--- config.mk ---
export PLATFORM = sky130hd
export DESIGN_NAME = rom_loader
export DESIGN_NICKNAME = d
export VERILOG_FILES = /design/src/rtl/rom_loader.sv
export SDC_FILE = /design/constraint.sdc
export NUM_CORES = 1
export LEC_CHECK = 0
export CAP_MARGIN = 25
export CORE_MARGIN = 10
export CORE_UTILIZATION = 45
export CTS_BUF_LIST = sky130_fd_sc_hd__clkbuf_16
export DETAILED_ROUTE_END_ITERATION = 8
export HOLD_SLACK_MARGIN = 0.1
export PLACE_DENSITY = 0.75
export SETUP_SLACK_MARGIN = 0.1
export SKIP_CTS_REPAIR_TIMING = 1
export SLEW_MARGIN = 20
export SYNTH_ARGS = -nofsm -noshare
export SYNTH_HDL_FRONTEND = slang
export SYNTH_SLANG_ARGS = --single-unit
--- constraint.sdc ---
create_clock -name clk_sys -period 4.9 [get_ports clk_sys]
set_clock_uncertainty 0.05 [all_clocks]
set_input_delay 0.49 -clock clk_sys [delete_from_list [all_inputs] [get_ports clk_sys]]
set_output_delay 0.49 -clock clk_sys [all_outputs]
set_load 0.005 [all_outputs]
--- src/rtl/rom_loader.sv ---
// rom_loader: qualifies ioctl download bytes, optionally packs byte pairs, buffers them
// and broadcasts each entry to the SDRAM write ports; also tracks rom_loaded and core reset.
module rom_loader #(
  parameter int               PORTS      = 2,
  parameter logic [PORTS-1:0] PORT_MASK  = '1,
  parameter logic [7:0]       ROM_INDEX  = 8'd0,
  parameter bit               WORD_PACK  = 1'b0,
  parameter int               FIFO_DEPTH = 4,
  parameter int               RESET_HOLD = 16
) (
  input  logic             clk_sys,
  input  logic             reset_n,
  input  logic             ioctl_download,
  input  logic [7:0]       ioctl_index,
  input  logic             ioctl_wr,
  input  logic [24:0]      ioctl_addr,
  input  logic [7:0]       ioctl_dout,
  input  logic             user_reset,
  output logic [PORTS-1:0] port_req,
  input  logic [PORTS-1:0] port_ack,
  output logic [22:0]      port_a,
  output logic [1:0]       port_ds,
  output logic [15:0]      port_d,
  output logic             port_we,
  output logic             rom_loaded,
  output logic             core_reset,
  output logic             overflow,
  output logic             busy
);

  localparam int PTR_W = (FIFO_DEPTH > 1) ? $clog2(FIFO_DEPTH) : 1;
  localparam int CNT_W = $clog2(RESET_HOLD + 1);
  localparam logic [PTR_W:0]   FULL_CNT  = (PTR_W+1)'(FIFO_DEPTH);
  localparam logic [CNT_W-1:0] HOLD_INIT = CNT_W'(RESET_HOLD);

  typedef struct packed {
    logic [22:0] a;
    logic [1:0]  ds;
    logic [15:0] d;
  } entry_t;

  // ioctl_addr[24] lies outside the 23-bit word address space.
  logic unused_addr_msb;
  assign unused_addr_msb = ioctl_addr[24];

  logic wr_q, dl_q;
  logic index_ok, strobe, dl_start, dl_fall;
  logic [22:0] byte_a;
  logic        byte_odd;

  assign index_ok = (ioctl_index == ROM_INDEX);
  assign strobe   = ioctl_wr & ~wr_q & ioctl_download & index_ok;
  assign dl_start = ioctl_download & ~dl_q & index_ok;
  assign dl_fall  = ~ioctl_download & dl_q;
  assign byte_a   = ioctl_addr[23:1];
  assign byte_odd = ioctl_addr[0];

  // Edge detectors reset high so a level already present at reset release is not an edge.
  always_ff @(posedge clk_sys or negedge reset_n) begin
    if (!reset_n) begin
      wr_q    <= 1'b1;
      dl_q    <= 1'b1;
      port_we <= 1'b0;
    end else begin
      wr_q    <= ioctl_wr;
      dl_q    <= ioctl_download;
      port_we <= ioctl_download & index_ok;
    end
  end

  logic        hold_valid, hold_odd;
  logic [22:0] hold_a;
  logic [7:0]  hold_d;
  logic        hold_load, hold_clear, push;
  entry_t      push_entry, new_single, held_single, pair_entry;

  assign new_single  = {byte_a, byte_odd, ~byte_odd, ioctl_dout, ioctl_dout};
  assign held_single = {hold_a, hold_odd, ~hold_odd, hold_d, hold_d};
  assign pair_entry  = {byte_a, 2'b11, ioctl_dout, hold_d};

  // A mismatched byte displaces the held one, so at most one entry is pushed per cycle.
  always_comb begin
    push       = 1'b0;
    push_entry = '0;
    hold_load  = 1'b0;
    hold_clear = 1'b0;
    if (!WORD_PACK) begin
      if (strobe) begin
        push       = 1'b1;
        push_entry = new_single;
      end
    end else if (dl_fall && hold_valid) begin
      push       = 1'b1;
      push_entry = held_single;
      hold_clear = 1'b1;
    end else if (strobe) begin
      if (!hold_valid) begin
        if (byte_odd) begin
          push       = 1'b1;
          push_entry = new_single;
        end else begin
          hold_load = 1'b1;
        end
      end else if (byte_odd && !hold_odd && (hold_a == byte_a)) begin
        push       = 1'b1;
        push_entry = pair_entry;
        hold_clear = 1'b1;
      end else begin
        push       = 1'b1;
        push_entry = held_single;
        hold_load  = 1'b1;
      end
    end
  end

  always_ff @(posedge clk_sys or negedge reset_n) begin
    if (!reset_n) begin
      hold_valid <= 1'b0;
      hold_odd   <= 1'b0;
      hold_a     <= '0;
      hold_d     <= '0;
    end else if (hold_load) begin
      hold_valid <= 1'b1;
      hold_odd   <= byte_odd;
      hold_a     <= byte_a;
      hold_d     <= ioctl_dout;
    end else if (hold_clear) begin
      hold_valid <= 1'b0;
    end
  end

  // Port handshake: a masked port is busy while port_req != port_ack. All masked reqs
  // toggle together when an entry is issued; the next issue waits for every masked ack.
  logic outstanding, pop, push_ok, drop, fifo_empty, fifo_full;
  logic [PTR_W-1:0] wr_ptr, rd_ptr;
  logic [PTR_W:0]   count;
  entry_t           mem [FIFO_DEPTH];

  assign outstanding = |((port_req ^ port_ack) & PORT_MASK);
  assign fifo_empty  = (count == '0);
  assign fifo_full   = (count == FULL_CNT);
  assign pop         = ~fifo_empty & ~outstanding;
  assign push_ok     = push & (~fifo_full | pop);
  assign drop        = push & fifo_full & ~pop;
  assign busy        = ~fifo_empty | outstanding;

  always_ff @(posedge clk_sys) begin
    if (push_ok) mem[wr_ptr] <= push_entry;
  end

  always_ff @(posedge clk_sys or negedge reset_n) begin
    if (!reset_n) begin
      wr_ptr <= '0;
      rd_ptr <= '0;
      count  <= '0;
    end else begin
      if (push_ok) wr_ptr <= wr_ptr + PTR_W'(1);
      if (pop)     rd_ptr <= rd_ptr + PTR_W'(1);
      case ({push_ok, pop})
        2'b10:   count <= count + (PTR_W+1)'(1);
        2'b01:   count <= count - (PTR_W+1)'(1);
        default: count <= count;
      endcase
    end
  end

  always_ff @(posedge clk_sys or negedge reset_n) begin
    if (!reset_n) begin
      port_req <= '0;
      port_a   <= '0;
      port_ds  <= '0;
      port_d   <= '0;
    end else if (pop) begin
      port_req <= port_req ^ PORT_MASK;
      port_a   <= mem[rd_ptr].a;
      port_ds  <= mem[rd_ptr].ds;
      port_d   <= mem[rd_ptr].d;
    end
  end

  // loading marks a routed download whose completion has not yet been judged.
  logic loading;

  always_ff @(posedge clk_sys or negedge reset_n) begin
    if (!reset_n) begin
      loading    <= 1'b0;
      rom_loaded <= 1'b0;
      overflow   <= 1'b0;
    end else if (dl_start) begin
      loading    <= 1'b1;
      rom_loaded <= 1'b0;
      overflow   <= 1'b0;
    end else begin
      if (drop) overflow <= 1'b1;
      if (loading && !ioctl_download && fifo_empty && !hold_valid && !outstanding) begin
        loading    <= 1'b0;
        rom_loaded <= ~overflow;
      end
    end
  end

  logic             cause;
  logic [CNT_W-1:0] hold_cnt;

  assign cause      = user_reset | ioctl_download | ~rom_loaded;
  assign core_reset = cause | (hold_cnt != '0);

  always_ff @(posedge clk_sys or negedge reset_n) begin
    if (!reset_n)             hold_cnt <= HOLD_INIT;
    else if (cause)           hold_cnt <= HOLD_INIT;
    else if (hold_cnt != '0)  hold_cnt <= hold_cnt - CNT_W'(1);
  end

endmodule
## After elaboration in Yosys (flattened, before gate mapping)

Memories as Yosys holds them, arrays and structs flattened. A register that Yosys moved wholly into a read port is not among the register bits.
Cells that the tools add are included.

| storage, ports and cells | value |
|---|---|
| flip-flop bits (word level) | 20 |
| memory bits (writable) | 164 |
| bits of input ports | 48 |
| output and inout port bits | 48 |
| word-level logic and storage cells | 73 |
| memories kept | 1 |

| operators by class | value |
|---|---|
| add/sub/neg operators | 5 |
| equality and inequality tests | 3 |
| mux-type cells | 13 |
| bitwise gates (word level) | 26 |
| reductions and logical operators | 14 |

Memory list:

| memory | words | width | read ports | clocked after Yosys merged registers in | wr ports | line | text |
|---|---|---|---|---|---|---|---|
| mem | 4 | 41 | 1 | 1 | 1 | 137 | `entry_t mem [FIFO_DEPTH];` |

Operator list:

| kind | count |
|---|---|
| two-way mux 41 bit | 1 |
| bitwise AND 1 bit | 10 |
| two-way mux 5 bit | 2 |
| two-way mux 1 bit | 9 |
| inverter 1 bit | 9 |
| logical NOT 8 bit | 1 |
| nonzero test 2 bit | 4 |
| case mux 3 bit (2 select lines) | 1 |
| bitwise OR 1 bit | 5 |
| nonzero test 5 bit | 1 |
| subtractor 5 x 1 -> 5 bit (second input constant) | 1 |
| adder 2 x 1 -> 2 bit (second input constant) | 2 |
| adder 3 x 1 -> 3 bit (second input constant) | 1 |
| == test 3 bit (second input constant) | 1 |
| logical AND 1 bit | 3 |
| logical NOT 1 bit | 3 |
| logical NOT 3 bit | 1 |
| subtractor 3 x 1 -> 3 bit (second input constant) | 1 |
| == test 2 x 1 -> 1 bit (second input constant) | 1 |
| == test 2 bit (second input constant) | 1 |
| inverter 2 bit | 1 |
| OR reduction 2 bit | 1 |
| XOR 2 bit | 1 |

## Logic depth before layout (Yosys ltp)

Gate-level depths: netlist of the first run.

| logic depth | value |
|---|---|
| depth after elaboration | 9 |
| gate-level depth with buffers | 10 |
| mapped depth without buffers | 9 |

## Worst setup path before layout of the first run

Ideal clock, no wire load.

| timing | value |
|---|---|
| kind | input -> register |
| start | input ioctl_index[2] |
| end | memory mem[0][10] (netlist name), enable pin |
| setup time | 0.393 ns |
| data arrival time | 2.032 ns |
| required time | 4.457 ns |
| slack | 2.424 ns |
| stages | 4 |
| path through | nor4_2 -> and4_1 -> buf_4 -> and3_1 |

| on the way | value |
|---|---|
| cells in the longest elaborated chain, start to end | 6 |

Ends and longest elaborated chain:

| what | line | text |
|---|---|---|
| start: declaration | 14 | `input logic [7:0] ioctl_index,` |
| logical NOT 8 bit | 51 | `assign index_ok = (ioctl_index == ROM_INDEX);` |
| bitwise AND 1 bit | 52 | `assign strobe = ioctl_wr & ~wr_q & ioctl_download & index_ok;` |
| two-way mux 1 bit | 88 | `if (strobe) begin` |
| bitwise AND 1 bit | 143 | `assign push_ok = push & (~fifo_full \| pop);` |
| two-way mux 1 bit | 148 | `if (push_ok) mem[wr_ptr] <= push_entry;` |
| two-way mux 1 bit (not written as such) | 148 |  |
| end: declaration | 137 |  |

No other way between the ends.

## Worst setup path in the final report of the first run

| timing | value |
|---|---|
| start | input ioctl_index[2] |
| end | register count[2] |

| on the way | value |
|---|---|
| cells in the longest elaborated chain, start to end | 6 |
| elaborated cells between the ends (all ways) | 8 |
| those cells by class | eq/ne: 2; mux: 2; bitwise: 2; reduce/logical: 2 |

Ends and longest elaborated chain:

| what | line | text |
|---|---|---|
| logical NOT 8 bit * | 51 |  |
| bitwise AND 1 bit * | 52 |  |
| two-way mux 1 bit * | 88 |  |
| bitwise AND 1 bit * | 143 |  |
| == test 2 x 1 -> 1 bit / == test 2 bit (equally long branches) | 159 | `case ({push_ok, pop})` |
| case mux 3 bit (2 select lines) / nonzero test 2 bit (equally long branches) | n/a |  |
| end signal: assignment | 160 | `2'b10: count <= count + (PTR_W+1)'(1);` |
| end signal: assignment | 161 | `2'b01: count <= count - (PTR_W+1)'(1);` |
| end signal: assignment | 162 | `default: count <= count;` |
| end: declaration | 136 | `logic [PTR_W:0] count;` |

Mark *: on every way between the ends. The rest lies on a longest branch, timed or not.
A chain may end at the register's enable or synchronous reset.

==> impl_metrics.yaml, run 1 <==
sta:
  setup_tns_ns: 0
  layout_min_cycle_time_ns: 3.09
  slew-limit-headroom_pct: 38.5
  finalSetupViolCount: 0
  hold_viol_final: 0
  tightest_slew_ns: 0.923
  max_freq_ghz: 0.323
  slew_viol_final: 0
  rsz0062_at_grt: "false"
  whs_ns: 0.155
  period_share_pct: 63.1
cells_and_area:
  nets: 533
  layout-drive-gt1-share_pct: 21.8
  syn_to_final_growth_pct: 22.3
  nFillCells: 1186
  num_antenna_cells: 0
route:
  finalWirelength_microns: 13400
  drt_iter0_drc: 197
  wire_per_inst_microns: 19.0
  drc_errors: 0
  vias_per_cell: 5.12
  antenna_left: 0
  via_count: 3617
  drtPass1Iterations: 4
placement:
  port_buffers: 94
  hpwl_microns: 8180
  gp_routability_congestion: 0.721
clock_network:
  cts.sinks: 185
  htree_levels: 4
  clk_pin_slew_ns: 0.06
  clk_path_buf_depth: 2
  clock-root-buffer: "clkbuf_16"
  cts_tree: "built"
  cts_made_buffers: 17
  clk_latency_ns: 0.42
pwr:
  cellInternalPower_uw: 3600
  leakage_uw: 0.00346
  combPwrFrac_pct: 28.3
  p_sw_share_pct: 24.9
  seq_power_share_pct: 43.1
  vdd_drop_max_mv: 0.277
  p_clk_share_pct: 28.6
  p_sw_uw: 1190
  power_density_mw_per_mm2: 526
global_route:
  grt_pass1_wl_microns: 21900
  grt_overflow_total: 0
  antenna_found_initial: 0
  grt_max_degree: 54
  grt_pass1_vias: 3985
  track_usage_pct: 12.9
critical_path:
  required_ns: 5.16
  timing.rr.start: "wr_q"
  cp.arrival_ns: 3.35
  reg2reg_slack_ns: 2.02
  crit_path_end_kind: "flip-flop"
  critical_path_class: "in2reg"
  critPathLaunchType: "primary input"
  r2r_end: "count[2]"
  reg2reg_depth: 9
  path_max_fanout: 40
synth:
  synth_area_per_cell_sq_um: 19.3
  syn_area_sq_mm: 0.00743
  synth_area_leaders: "edfxtp_1 (53%), dfrtp_1 (17%), mux4_2 (8.5%)"
  synth-edff-count: 132
  synth-main-ff-cell: "edfxtp_1"
  ys_ff_latch: 185
  synth_top_area_share_pct: 53.3
  synth_seq_area_share_pct: 71.2
  synth.net_count: 441
  postSynth.asyncResetShare_pct: 28.6
  yosysUniqueCellTypes: 39
  synth_top_area_cell: "edfxtp_1"
  synthCells: 385
  yosys_warnings: 0
floorplan:
  die_area_sq_mm: 0.0221
  die_y_microns: 149
  chipWidth_microns: 149
  floorplan.initialDensity_pct: 46.3
  io_pins: 96
  core-area_sq_mm: 0.0161
  rows: 46
status:
  status: "finished clean"
flow_run:
  cap_violations: 0
min_path:
  hold_class: "in2async"
[cells by family after synthesis]
logic type	synth area share, %
AO/OA/AOI/OAI	0.589
XOR/XNOR	1.62
flip-flops	71.2
multiplexers	16.5
adder cells (fa/ha/maj)	1.45
buffers and inverters	2.81
AND/OR/NAND/NOR	5.87
[Yosys cell counts (3+ instances only)]
| cell | instances |
|---|---|
| dfstp_2 | 3 |
| ha_1 | 7 |
| edfxtp_1 | 132 |
| and2_1 | 33 |
| buf_6 | 7 |
| xor2_1 | 5 |
| buf_4 | 9 |
| nor2_1 | 12 |
| clkbuf_1 | 6 |
| mux4_1 | 5 |
| xnor2_1 | 5 |
| nor3_1 | 3 |
| and3_1 | 4 |
| nand2_1 | 6 |
| mux2_2 | 17 |
| dfrtp_1 | 50 |
| inv_1 | 8 |
| mux4_2 | 28 |
| mux2_4 | 18 |
[placed cells by master (no fill, tap or decap), drive strengths merged]
cell | synthesis | final
a211oi | 2 | 2
a21oi | 1 | 1
and2 | 34 | 34
and3 | 4 | 4
and4 | 1 | 1
buf | 18 | 4
bufinv | 0 | 4
clkbuf | 6 | 17
clkdlybuf4s50 | 0 | 93
clkinv | 0 | 4
clkinvlp | 0 | 2
dfrtp | 50 | 50
dfstp | 3 | 3
edfxtp | 132 | 132
fa | 1 | 1
ha | 7 | 7
inv | 8 | 13
mux2 | 35 | 35
mux4 | 33 | 33
nand2 | 6 | 6
nand2b | 1 | 1
nand3 | 2 | 2
nand4b | 1 | 1
nor2 | 12 | 12
nor2b | 2 | 2
nor3 | 4 | 4
nor4 | 3 | 3
nor4b | 2 | 2
o211ai | 1 | 1
o21ai | 2 | 2
o22ai | 1 | 1
or4b | 1 | 1
xnor2 | 5 | 5
xor2 | 7 | 7
[flip-flops by register name, summed over array words and instances, names as in the netlist]
register    cells
rom_loaded      1
dl_q            1
wr_ptr          2
port_a         23
port_we         1
overflow        1
mem           132
port_d          8
loading         1
port_req        2
rd_ptr          2
wr_q            1
count           3
hold_cnt        5
port_ds         2
[critical path, cell delays in order]
cell and delay, ns:
clkdlybuf4s50_1 0.43, nor4_2 0.32, and4_2 0.79, and2_2 0.31, inv_1 0.05, ha_1 0.21, fa_1 0.38, xnor2_1 0.16
nor2_1 0.06, xor2_1 0.13
[through the flow]
step	area, sq um	utilization [%]	total power [uW]	setup slack [ns]	cells
floorplan	7430	-	2990	2.42	385
global placement	8500	52.9	3450	1.40	674
detailed placement	8500	52.9	3490	1.35	674
CTS	9090	56.6	4860	1.79	706
global route	9090	56.6	5040	1.55	706
finish	9090	56.6	4790	1.81	706
[routing by layer]
layer,track usage [%],share of wire (%),vias to the layer above
met5,0,0,-
met4,4.81,1.6,0
met3,4.49,6.7,19
met2,20.9,50,94
met1,15.6,42,1850
li1,-,-,1654
[how the worst max path moves through the flow]
stage | cells past startpoint | end | startpoint
3_5_place_dp | 10 | count[2] | ioctl_index[2]
5_1_grt | 10 | count[2] | ioctl_index[2]
6_report | 10 | count[2] | ioctl_index[2]
3_3_place_gp | 10 | count[2] | ioctl_index[2]
4_1_cts | 10 | count[2] | ioctl_index[2]
2_1_floorplan | 4 | mem[0][10] | ioctl_index[2]
[power by group through the flow]
stage / Clock (uW) / Sequential [uW] / Combinational [uW]
3_5_place_dp: 0 / 2100 / 1390
4_1_cts: 1390 / 2070 / 1400
3_3_place_gp: 0 / 2090 / 1360
2_1_floorplan: 0 / 2000 / 993
5_1_grt: 1460 / 2100 / 1480
6_report: 1370 / 2060 / 1360
[area by class of cell]
cell class	instances	area, sq um	area share, %
clock buffer	17	425	4.68
clock inverter	15	170	1.87
inverter	8	30.0	0.330
multi-input combinational	168	1940	21.4
sequential	185	5300	58.2
tap	216	270	2.97
timing repair buffer	97	958	10.5
(Power assumes the default switching activity.)
==> inputs of run 2 (changes only) <==
Settings changed: PLACE_DENSITY 0.75 to 0.78.
Clock period 4.9 ns to 2.65 ns, I/O delays scaled along.
==> run 2 against run 1 <==
  * Flip-flop and latch count is the same
  * Register-to-register slack lost 1.6 ns
  * Global-route usage rose by 0.48 points
  * Via count grew 1.6%
  * Clock power up 88%
  * Combinational power grew 90%
  * Critical endpoint is now core_reset
  * Highest routed layer unchanged
==> impl_metrics.yaml, run 2 (synthesis results as in run 1) <==
floorplan:
  chipWidth_microns: 149
  io_pins: 96
  rows: 46
  die_area_sq_mm: 0.0221
  floorplan.initialDensity_pct: 46.3
  core-area_sq_mm: 0.0161
  die_y_microns: 149
clock_network:
  clk_pin_slew_ns: 0.06
  clk_latency_ns: 0.42
  cts_made_buffers: 17
  clock-root-buffer: "clkbuf_16"
  htree_levels: 4
  cts.sinks: 185
  cts_tree: "built"
  clk_path_buf_depth: 2
sta:
  layout_min_cycle_time_ns: 2.33
  slew-limit-headroom_pct: 45.5
  setup_tns_ns: 0
  slew_viol_final: 0
  hold_viol_final: 0
  finalSetupViolCount: 0
  period_share_pct: 88.1
  max_freq_ghz: 0.429
  tightest_slew_ns: 0.817
  rsz0062_at_grt: "false"
placement:
  port_buffers: 94
  gp_routability_congestion: 0.773
  hpwl_microns: 9200
  dp_cells: 686
cells_and_area:
  final_common_cell: "edfxtp_1"
  final_util_pct: 57.8
  nFillCells: 1151
  syn_to_final_growth_pct: 24.9
  layout-drive-gt1-share_pct: 24.5
  fin_cells: 719
  nets: 546
  num_antenna_cells: 0
  regMostFlops: "mem"
  reg_top3: "mem (132), port_a (23), port_d (8)"
  mostFrequentLayoutCells: "edfxtp_1 (132), clkdlybuf4s50_1 (93), dfrtp_1 (48)"
  largest_reg_flops: 132
critical_path:
  r2r_end: "count[2]"
  slowest_stage: "clkdlybuf4s50_1"
  crit_path_cell_trace: "inv_1, ha_1, nor4b_2, nand2_1, clkdlybuf4s50_1"
  cp_top_family: "buffers and inverters"
  reg2reg_depth: 9
  critPathLaunchType: "flip-flop"
  critical_path_buf_inv_count: 2
  crit_path_end_kind: "output port"
  critical_path_class: "reg2out"
  required_ns: 2.34
  cp_slowest_stage_delay_ns: 0.45
  timing.rr.start: "port_req[1]"
  cp.arrival_ns: 2.02
  path_max_fanout: 4
  reg2reg_slack_ns: 0.41
flow_run:
  cap_violations: 0
pwr:
  leakage_uw: 0.00355
  power.total_uw: 8960
  power_density_mw_per_mm2: 965
  vdd_drop_max_mv: 0.536
status:
  status: "finished clean"
global_route:
  grt_pass1_vias: 4019
  antenna_found_initial: 0
  track_usage_pct: 13.4
  grt_max_degree: 40
  grt_pass1_wl_microns: 22500
  grt_overflow_total: 0
min_path:
  hold_depth: 1
  min_to: "wr_q"
  hold_class: "in2reg"
  hp-start: "ioctl_wr"
route:
  drt_iter0_drc: 297
  antenna_left: 0
  drc_errors: 0
  via_count: 3676
  drtPass1Iterations: 5
  wire_per_inst_microns: 19.7
  vias_per_cell: 5.11
  finalWirelength_microns: 14200
run 2: final cells by class:
class / instances / area, sq um / share of cell area, %
multi-input combinational: 168 / 1950 / 21.0
clock inverter: 12 / 116 / 1.25
sequential: 185 / 5300 / 57.0
inverter: 8 / 30.0 / 0.323
tap: 216 / 270 / 2.91
clock buffer: 20 / 500 / 5.39
timing repair buffer: 110 / 1120 / 12.1
run 2: routing by layer:
layer | vias to the layer above | global-route usage [%] | wire length [microns]
li1 | 1673 | - | -
met5 | - | 0 | 0
met1 | 1886 | 16.6 | 6240
met3 | 20 | 4.34 | 777
met2 | 97 | 21.3 | 6920
met4 | 0 | 5.40 | 227
run 2: metrics by stage:
step	setup WS (ns)	hold WS, ns	cell area [sq um]
5_1_grt	0.160	0.223	9280
6_report	0.316	0.229	9280
3_5_place_dp	0.0555	0.262	8650
2_1_floorplan	0.373	-0.0806	7430
3_3_place_gp	0.0492	0.255	8650
4_1_cts	0.0560	-0.200	9270
run 2: how the worst max path moves through the flow:
| stage | startpoint | endpoint | slack [ns] | depth (start not counted) |
|---|---|---|---|---|
| CTS | hold_cnt[0] | core_reset | 0.06 | 5 |
| detailed placement | ioctl_index[2] | count[2] | 0.06 | 10 |
| global placement | ioctl_index[2] | count[2] | 0.05 | 10 |
| global route | hold_cnt[0] | core_reset | 0.16 | 5 |
| floorplan | wr_q | mem[0][10] | 0.37 | 4 |
| finish | hold_cnt[0] | core_reset | 0.32 | 5 |
run 2: report_power, final:
| part | internal (uW) | switching (uW) | leakage (uW) | total [uW] |
|---|---|---|---|---|
| Sequential | 3420 | 390 | 0.00196 | 3810 |
| Combinational | 1720 | 860 | 0.00128 | 2580 |
| Clock | 1550 | 1020 | 0.000307 | 2570 |
| Total | 6680 | 2270 | 0.00355 | 8960 |
